[src/rtl/if_fetch_if.sv]
// ============================================================================
//  Module   : if_fetch_if
//  Brief    : Instruction-memory request/response bus between fetch and IMEM.
//  Revision : 1.0
// ============================================================================
`default_nettype none

interface if_fetch_if;
    logic        imem_req;
    logic [31:0] imem_addr;
    logic        imem_rdy;
    logic [31:0] imem_data;

    modport master (
        output imem_req,
        output imem_addr,
        input  imem_rdy,
        input  imem_data
    );

    modport slave (
        input  imem_req,
        input  imem_addr,
        output imem_rdy,
        output imem_data
    );
endinterface

`default_nettype wire

[src/rtl/if_fetch.sv]
// ============================================================================
//  Module   : if_fetch
//  Brief    : IF stage: PC, IMEM request FSM, one-word pending buffer, IF/ID.
//  Revision : 1.0
// ============================================================================
`default_nettype none

module if_fetch #(
    parameter logic [31:0] RESET_PC = 32'h0000_0000,
    parameter logic [31:0] NOP_INST = 32'h0000_0013
) (
    input  wire logic        clk,
    input  wire logic        rst_n,
    input  wire logic        pc_write_i,
    input  wire logic        if_id_write_i,
    input  wire logic        branch_taken_i,
    input  wire logic [31:0] branch_target_i,
    if_fetch_if.master       imem,
    output logic      [31:0] inst_o,
    output logic      [31:0] pc_out_o,
    output logic             inst_valid_o,
    output logic             fetch_busy_o
);

    typedef enum logic [0:0] {
        S_FETCH = 1'b0,
        S_HOLD  = 1'b1
    } state_t;

    state_t      state_q, state_d;
    logic [31:0] pc_q, pc_d;
    logic [31:0] inst_q, inst_d;
    logic [31:0] pc_out_q, pc_out_d;
    logic        valid_q, valid_d;
    logic [31:0] pend_inst_q, pend_inst_d;
    logic [31:0] pend_pc_q, pend_pc_d;

    always_ff @(posedge clk or negedge rst_n) begin
        if (!rst_n) begin
            state_q     <= S_FETCH;
            pc_q        <= RESET_PC;
            inst_q      <= NOP_INST;
            pc_out_q    <= 32'h0000_0000;
            valid_q     <= 1'b0;
            pend_inst_q <= 32'h0000_0000;
            pend_pc_q   <= 32'h0000_0000;
        end else begin
            state_q     <= state_d;
            pc_q        <= pc_d;
            inst_q      <= inst_d;
            pc_out_q    <= pc_out_d;
            valid_q     <= valid_d;
            pend_inst_q <= pend_inst_d;
            pend_pc_q   <= pend_pc_d;
        end
    end

    always_comb begin
        state_d     = state_q;
        pc_d        = pc_q;
        inst_d      = inst_q;
        pc_out_d    = pc_out_q;
        valid_d     = valid_q;
        pend_inst_d = pend_inst_q;
        pend_pc_d   = pend_pc_q;

        // A redirect overrides stalls, returning data and any buffered word.
        if (branch_taken_i) begin
            state_d     = S_FETCH;
            pc_d        = {branch_target_i[31:2], 2'b00};
            inst_d      = NOP_INST;
            valid_d     = 1'b0;
            pend_inst_d = 32'h0000_0000;
            pend_pc_d   = 32'h0000_0000;
        end else begin
            case (state_q)
                S_FETCH: begin
                    if (imem.imem_rdy) begin
                        if (if_id_write_i) begin
                            inst_d   = imem.imem_data;
                            pc_out_d = pc_q;
                            valid_d  = 1'b1;
                            if (pc_write_i) begin
                                pc_d = pc_q + 32'd4;
                            end
                        end else begin
                            pend_inst_d = imem.imem_data;
                            pend_pc_d   = pc_q;
                            state_d     = S_HOLD;
                        end
                    end else if (if_id_write_i) begin
                        inst_d  = NOP_INST;
                        valid_d = 1'b0;
                    end
                end
                S_HOLD: begin
                    if (if_id_write_i) begin
                        inst_d   = pend_inst_q;
                        pc_out_d = pend_pc_q;
                        valid_d  = 1'b1;
                        state_d  = S_FETCH;
                        if (pc_write_i) begin
                            pc_d = pc_q + 32'd4;
                        end
                    end
                end
                default: state_d = S_FETCH;
            endcase
        end
    end

    assign imem.imem_req  = (state_q == S_FETCH);
    assign imem.imem_addr = pc_q;
    assign fetch_busy_o   = (state_q == S_FETCH) && !imem.imem_rdy;
    assign inst_o         = inst_q;
    assign pc_out_o       = pc_out_q;
    assign inst_valid_o   = valid_q;

endmodule

`default_nettype wire

[src/flat_wrapper.sv]
// flat-port wrapper written by rule: the top's interface ports become plain ports
module if_fetch_flat 
#(
    parameter logic [31:0] RESET_PC = 32'h0000_0000,
    parameter logic [31:0] NOP_INST = 32'h0000_0013
)
  (clk, rst_n, pc_write_i, if_id_write_i, branch_taken_i, branch_target_i, inst_o, pc_out_o, inst_valid_o, fetch_busy_o, imem_imem_req, imem_imem_addr, imem_imem_rdy, imem_imem_data);
  if_fetch_if imem_i ();
  input  wire logic clk;
  input  wire logic rst_n;
  input  wire logic pc_write_i;
  input  wire logic if_id_write_i;
  input  wire logic branch_taken_i;
  input  wire logic [31:0] branch_target_i;
  output logic      [31:0] inst_o;
  output logic      [31:0] pc_out_o;
  output logic inst_valid_o;
  output logic fetch_busy_o;
  output wire logic [$bits(imem_i.imem_req)-1:0] imem_imem_req;
  output wire logic [$bits(imem_i.imem_addr)-1:0] imem_imem_addr;
  input wire logic [$bits(imem_i.imem_rdy)-1:0] imem_imem_rdy;
  input wire logic [$bits(imem_i.imem_data)-1:0] imem_imem_data;
  assign imem_imem_req = imem_i.imem_req;
  assign imem_imem_addr = imem_i.imem_addr;
  assign imem_i.imem_rdy = imem_imem_rdy;
  assign imem_i.imem_data = imem_imem_data;
  if_fetch #(.RESET_PC(RESET_PC), .NOP_INST(NOP_INST)) u_core (.clk(clk), .rst_n(rst_n), .pc_write_i(pc_write_i), .if_id_write_i(if_id_write_i), .branch_taken_i(branch_taken_i), .branch_target_i(branch_target_i), .imem(imem_i), .inst_o(inst_o), .pc_out_o(pc_out_o), .inst_valid_o(inst_valid_o), .fetch_busy_o(fetch_busy_o));
endmodule
[config.mk]
export PLATFORM = sky130hd
export DESIGN_NAME = if_fetch_flat
export DESIGN_NICKNAME = d
export VERILOG_FILES = /design/src/rtl/if_fetch_if.sv /design/src/rtl/if_fetch.sv /design/src/flat_wrapper.sv
export SDC_FILE = /design/constraint.sdc
export NUM_CORES = 1
export LEC_CHECK = 0
export CORE_MARGIN = 1
export CORE_UTILIZATION = 50
export DETAILED_ROUTE_END_ITERATION = 6
export PLACE_DENSITY = 0.86
export SETUP_SLACK_MARGIN = 0.02
export SLEW_MARGIN = 20
export SYNTH_ARGS = -nofsm -noshare
export SYNTH_HDL_FRONTEND = slang
export SYNTH_SLANG_ARGS = --single-unit
[constraint.sdc]
create_clock -name clk -period 2.7 [get_ports clk]
set_input_delay 0.27 -clock clk [delete_from_list [all_inputs] [get_ports clk]]
set_output_delay 0.27 -clock clk [all_outputs]
set_load 0.005 [all_outputs]
==> results of run 1 <==
[worst max path at each step]
stage                                    startpoint                               endpoint  cells past startpoint
2_1_floorplan  u_core.imem.imem_addr[2]$_DFFE_PN0P_  u_core.imem.imem_addr[22]$_DFFE_PN0P_                      6
3_3_place_gp                          imem_imem_rdy  u_core.imem.imem_addr[23]$_DFFE_PN0P_                      6
3_5_place_dp                          imem_imem_rdy  u_core.imem.imem_addr[23]$_DFFE_PN0P_                      6
4_1_cts                    u_core.state_q$_DFF_PN0_                          imem_imem_req                      3
5_1_grt                    u_core.state_q$_DFF_PN0_                          imem_imem_req                      3
6_report                   u_core.state_q$_DFF_PN0_                          imem_imem_req                      3
[layer usage]
metal | routed length, um | vias to the layer above
met5 | 0 | -
met4 | 452 | 0
met3 | 1370 | 42
met2 | 9180 | 282
met1 | 8390 | 3136
li1 | - | 3055
[through the flow]
step | hold slack [ps] | instances | area [um^2] | worst slack, ps
5_1_grt | 111 | 1118 | 9750 | 135
6_report | 105 | 1118 | 9750 | 213
2_1_floorplan | -25.6 | 793 | 7330 | 626
3_3_place_gp | 299 | 1087 | 9130 | 192
3_5_place_dp | 299 | 1087 | 9130 | 175
4_1_cts | 90.0 | 1118 | 9750 | 190
[cell usage after synthesis (all sizes together) (2+ instances only)]
master,instances
and4,3
dfrtp,155
or3,3
nor2b,6
o31ai,9
buf,12
and3,2
nor2,76
a22oi,32
xnor2,8
a211o,2
nand4b,2
o311ai,2
a31oi,8
mux2i,33
nand4,14
dfstp,3
nor3,11
o211ai,3
clkbuf,58
nand2b,3
inv,7
or4,6
a21oi,97
o21ai,18
a211oi,29
nand2,151
nand3,17
nor4,8
[worst reg2reg max path, stage by stage (launching register included)]
cell and delay, ps:
dfrtp_1 530, nand4_4 210, or4_1 740, buf_4 250, or3_1 330, a31oi_1 160
[power breakdown]
part	internal, mW	total (mW)	leakage (nW)	switching [mW]
Sequential	2.58	2.78	2.00	0.199
Clock	1.56	2.50	0.295	0.939
Combinational	0.579	1.06	1.65	0.483
Total	4.72	6.34	3.94	1.62
[flip-flops by register name, summed over array words and instances (netlist names)]
name                   count
u_core.inst_valid_o        1
u_core.pend_pc_q          31
u_core.inst_o             32
u_core.imem.imem_addr     30
u_core.state_q             1
u_core.pc_out_o           31
u_core.pend_inst_q        32
[cell type report]
class / instances / area, um^2 / area share
multi-input combinational: 557 / 3080 / 0.316
timing repair buffer: 185 / 1850 / 0.189
inverter: 8 / 30.0 / 0.00308
clock buffer: 19 / 443 / 0.0454
tap: 180 / 225 / 0.0231
clock inverter: 11 / 168 / 0.0172
sequential: 158 / 3960 / 0.406
[cell families after synthesis]
group / Yosys count / synth area share
flops: 158 / 0.540
other cells: 1 / 0.000512
compound gates: 208 / 0.176
fa+ha+maj: 1 / 0.00171
xor+xnor: 9 / 0.0108
buf+inv: 78 / 0.0424
mux: 33 / 0.0451
simple gates: 304 / 0.183
==> summary.md, run 1 <==
| Metric | Value |
|---|---|
| Syn_area_per_cell | 9.25 um^2 |
| Pin count of the biggest net entering global routing | 76 |
| Port Buf Inserts | 164 |
| R2R Path Start | u_core.imem.imem_addr[5]$_DFFE_PN0P_ |
| Root buffer cell | clkbuf_16 |
| Final setup TNS | 0 ps |
| CTS tree | built |
| # setup viols final | 0 |
| Register clock-pin slew on the reported worst setup and hold paths | 60 ps |
| Final Hold Viols | 0 |
| CP Class | reg -> out |
| Final period util | 0.921 |
| WP data arrival | 2220 ps |
| Share of cells above drive strength 1 | 0.0682 |
| Gate Count Post-Synth | 792 |
| R2R depth | 5 |
| Vias | 6515 |
| GPL Wtd Cong | 0.884 |
| Buffers from clock root to sink, at most | 2 |
| Commonest non-fill, non-tap cell in the layout | clkdlybuf4s50_1 |
| Pwr Density | 650 nW/um^2 |
| Worst slew pin tran | 770 ps |
| Avg WL per Cell | 17.4 um |
| Vias/cell | 5.83 |
| Synth area leader | dfrtp_1 |
| Worst-path maximum fanout | 48 |
| FP Rows | 43 |
| Mapped Area | 7330 um^2 |
| Endpoint, Worst Hold | u_core.state_q$_DFF_PN0_ |
| Most frequent cells in the layout | clkdlybuf4s50_1 (161), dfrtp_1 (154), nand2_1 (151), a21oi_1 (97), nor2_1 (75) |
| #FFs+latches synth | 158 |
| Critical path's slowest cell | buf_4 |
| Hold path startpoint | if_id_write_i |
| Synth cell types | 48 |
| Starting Density | 0.520 |
| Setup clock skew after layout | 8.52 ps |
| H-tree Lvls | 4 |
| Height of the die | 123 um |
| Final core utilization | 0.692 |
| Worst-Skew Late Latency | 430 ps |
| R2R Setup Slk | 410 ps |
| First-pass GRT wire length | 31200 um |
| GR Overflow Total | 0 |
| Total global-route track usage | 0.269 |
| Max Cap Violations | 0 |
| Worst slew margin | 0.487 |
| Main synth FF type | dfrtp_1 |
| Slowest stage delay, CP | 570 ps |
| Peak VDD IR | 0.000476 V |
| # diodes | 0 |
| CP bufs+invs | 3 |
| Total CTS buffers | 17 |
| Vias in the first global route | 6200 |
| Area delta synth->final | 33.2% |
| Num Clock Sinks | 158 |
| Met2 Track Usage GR | 0.424 |
| Asr flop ratio synth | 1.00 |
| Layout fillers | 1099 |
| CP startpoint kind | register |
| Fmax | 402 MHz |
| HP Class | in -> reg |
| Io pins | 169 |
| Crit path max-delay family | buffers and inverters |
| Critical Path Sink Type | output port |
| Tot Pwr | 6.34 mW |
| Post-DP HPWL | 12200 um |
| Critical Path RT | 2430 ps |
| RSZ-0062 raised after global routing | false |
| Ordered list of cells on the worst path | buf_4, inv_1, clkdlybuf4s50_1 |
| Slew Viols, Final | 0 |
| FF-to-FF End | u_core.imem.imem_addr[23]$_DFFE_PN0P_ |
| Met1 GRT Util | 0.364 |
| Die ar. | 15100 um^2 |
| Nets | 998 |
| Register area share after synthesis | 0.540 |
| Worst hold stages | 2 |
| Initial antenna violation count | 0 |
| P_leak | 3.94 nW |
| Die Width | 123 um |
| Post-CTS Repair Setup Buffers | 0 |
| Core area | 14100 um^2 |
| DRT antenna net count | 0 |
| Share of the synthesized area in the top cell type | 0.529 |
| Met3 usage | 0.0613 |
| Post-cts resize count | 0 |
| First DRT Iteration DRCs | 652 |
| Top post-synthesis cells by area | dfrtp_1 (53%), nand2_1 (7.7%), a21oi_1 (6.6%) |
| Busiest grt layer | met2 |
| Status | finished, final reports clean |
| Final wirelength | 19400 um |
| Cts-stage hold buffer count | 1 |
| DR DRC count | 0 |
| DR pass1 iterations | 5 |
| Final Critical Period | 2490 ps |
| Number of synthesized flops with an enable pin | 0 |
| Yosys warning count | 0 |
Power figures use the tool's default switching activity.
==> run 2, diff against run 1 <==
HOLD_SLACK_MARGIN = 0.15   (was default)
==> run 2 against run 1 <==
Wire length grew 0.33%. Maximum frequency is 0.14% lower. Clock skew decreased by 1.1 ps. Total power barely moved. Register-to-register slack is essentially flat. Largest cell class unchanged.
==> summary.md, run 2 (synthesized netlist as in run 1, its figures left out) <==
| Metric | Value |
|---|---|
| Register clock-pin slew on the reported worst setup and hold paths | 60 ps |
| Initial antenna violation count | 0 |
| Worst-path maximum fanout | 48 |
| WP data arrival | 2220 ps |
| Layout fillers | 1095 |
| Commonest non-fill, non-tap cell in the layout | clkdlybuf4s50_1 |
| Num Clock Sinks | 158 |
| RSZ-0062 raised after global routing | false |
| P_leak | 3.94 nW |
| CTS tree | built |
| Critical Path RT | 2430 ps |
| Post-DP HPWL | 12200 um |
| Avg WL per Cell | 17.4 um |
| Slew Viols, Final | 0 |
| Ordered list of cells on the worst path | buf_4, inv_1, clkdlybuf4s50_1 |
| Critical Path Sink Type | output port |
| Slowest stage delay, CP | 570 ps |
| Crit path max-delay family | buffers and inverters |
| Total CTS buffers | 17 |
| Placed instance area | 9130 um^2 |
| Die ar. | 15100 um^2 |
| Nets | 999 |
| H-tree Lvls | 4 |
| First-pass GRT wire length | 31200 um |
| Setup clock skew after layout | 7.46 ps |
| Die Width | 123 um |
| Vias in the first global route | 6211 |
| DR DRC count | 0 |
| HP Class | in -> reg |
| FP Rows | 43 |
| First DRT Iteration DRCs | 586 |
| # setup viols final | 0 |
| Final Hold Viols | 0 |
| Share of cells above drive strength 1 | 0.0682 |
| Starting Density | 0.520 |
| Worst-Skew Late Latency | 430 ps |
| Worst slew pin tran | 777 ps |
| Final wirelength | 19500 um |
| Vias | 6520 |
| GR Overflow Total | 0 |
| Total global-route track usage | 0.270 |
| Max Cap Violations | 0 |
| Cell area after layout | 9760 um^2 |
| Root buffer cell | clkbuf_16 |
| DRT antenna net count | 0 |
| Height of the die | 123 um |
| DR pass1 iterations | 5 |
| Peak VDD IR | 0.000473 V |
| CP startpoint kind | register |
| Area occupied by multi-input gates | 3080 um^2 |
| Final setup TNS | 0 ps |
| Most frequent cells in the layout | clkdlybuf4s50_1 (161), dfrtp_1 (154), nand2_1 (151), a21oi_1 (97), nor2_1 (75) |
| Worst slew margin | 0.482 |
| # diodes | 0 |
| Vias/cell | 5.83 |
| Area delta synth->final | 33.3% |
| GPL Wtd Cong | 0.884 |
| Pin count of the biggest net entering global routing | 76 |
| Status | finished, final reports clean |
| Port Buf Inserts | 164 |
| Critical path's slowest cell | buf_4 |
| Reg area | 3960 um^2 |
| Io pins | 169 |
| Final core utilization | 0.693 |
| Worst hold slack | 290 ps |
| CP Class | reg -> out |
| Pwr Density | 649 nW/um^2 |
| Buffers from clock root to sink, at most | 2 |
| Fmax | 402 MHz |
| CP bufs+invs | 3 |
| Final Critical Period | 2490 ps |
| Tot Pwr | 6.34 mW |
| Final period util | 0.922 |
| Post-CTS Repair Setup Buffers | 0 |
| Core area | 14100 um^2 |
run 2: what timing repair did:
| action | 4_1_cts | 5_1_grt |
|---|---|---|
| resized for setup | 0 | 0 |
| hold endpoints to repair | 62 | 0 |
| hold buffers | 2 | 0 |
run 2: path summary, 6_finish.rpt:
kind / endpoint / slack, ps / cells after the start / startpoint
setup reg to reg: u_core.imem.imem_addr[23]$_DFFE_PN0P_ / 420 / 5 / u_core.imem.imem_addr[5]$_DFFE_PN0P_
setup / recovery: imem_imem_req / 210 / 3 / u_core.state_q$_DFF_PN0_
hold / removal: u_core.pend_pc_q[2]$_DFFE_PN0P_ / 290 / 2 / branch_taken_i
hold reg to reg: u_core.inst_o[1]$_DFFE_PN1P_ / 500 / 2 / u_core.inst_o[1]$_DFFE_PN1P_
max in group asynchronous: u_core.pc_out_o[22]$_DFFE_PN0P_ / 1420 / 3 / rst_n
min in group asynchronous: u_core.pc_out_o[6]$_DFFE_PN0P_ / 410 / 2 / rst_n
run 2: layout make-up:
class,count,area share
flip-flops and latches,158,0.406
multi-input cells,557,0.316
repair buffers,186,0.190
clock buffers,19,0.0454
well taps,180,0.0231
clock inverters,11,0.0172
inverters,8,0.00308
run 2: worst register-to-register path: cells and delay by family (launching register included):
family / cells / cell delay, ps
buffers and inverters: 1 / 250
AOI/OAI and AO/OA: 1 / 160
DFF: 1 / 530
and+or+nand+nor: 3 / 1280
run 2: per-layer routing:
| metal | routed length, um | global-route usage |
|---|---|---|
| met5 | 0 | 0 |
| met4 | 440 | 0.102 |
| met3 | 1300 | 0.0613 |
| met2 | 9140 | 0.425 |
| met1 | 8580 | 0.364 |
run 2: power by group:
part	total, mW	switching (mW)	internal [mW]
Combinational	1.06	0.484	0.580
Clock	2.49	0.935	1.56
Sequential	2.78	0.200	2.58
run 2: stage by stage:
step / setup slack [ps] / std cells
2_1_floorplan: 626 / 793
3_3_place_gp: 192 / 1087
3_5_place_dp: 175 / 1087
4_1_cts: 190 / 1119
5_1_grt: 135 / 1119
6_report: 210 / 1119
==> run 3, diff against run 2 <==
ABC_CLOCK_PERIOD_IN_PS = 2700   (was default)
==> results of run 3 <==
Same layout as run 2: the final DEF is identical, and so are final timing and power.
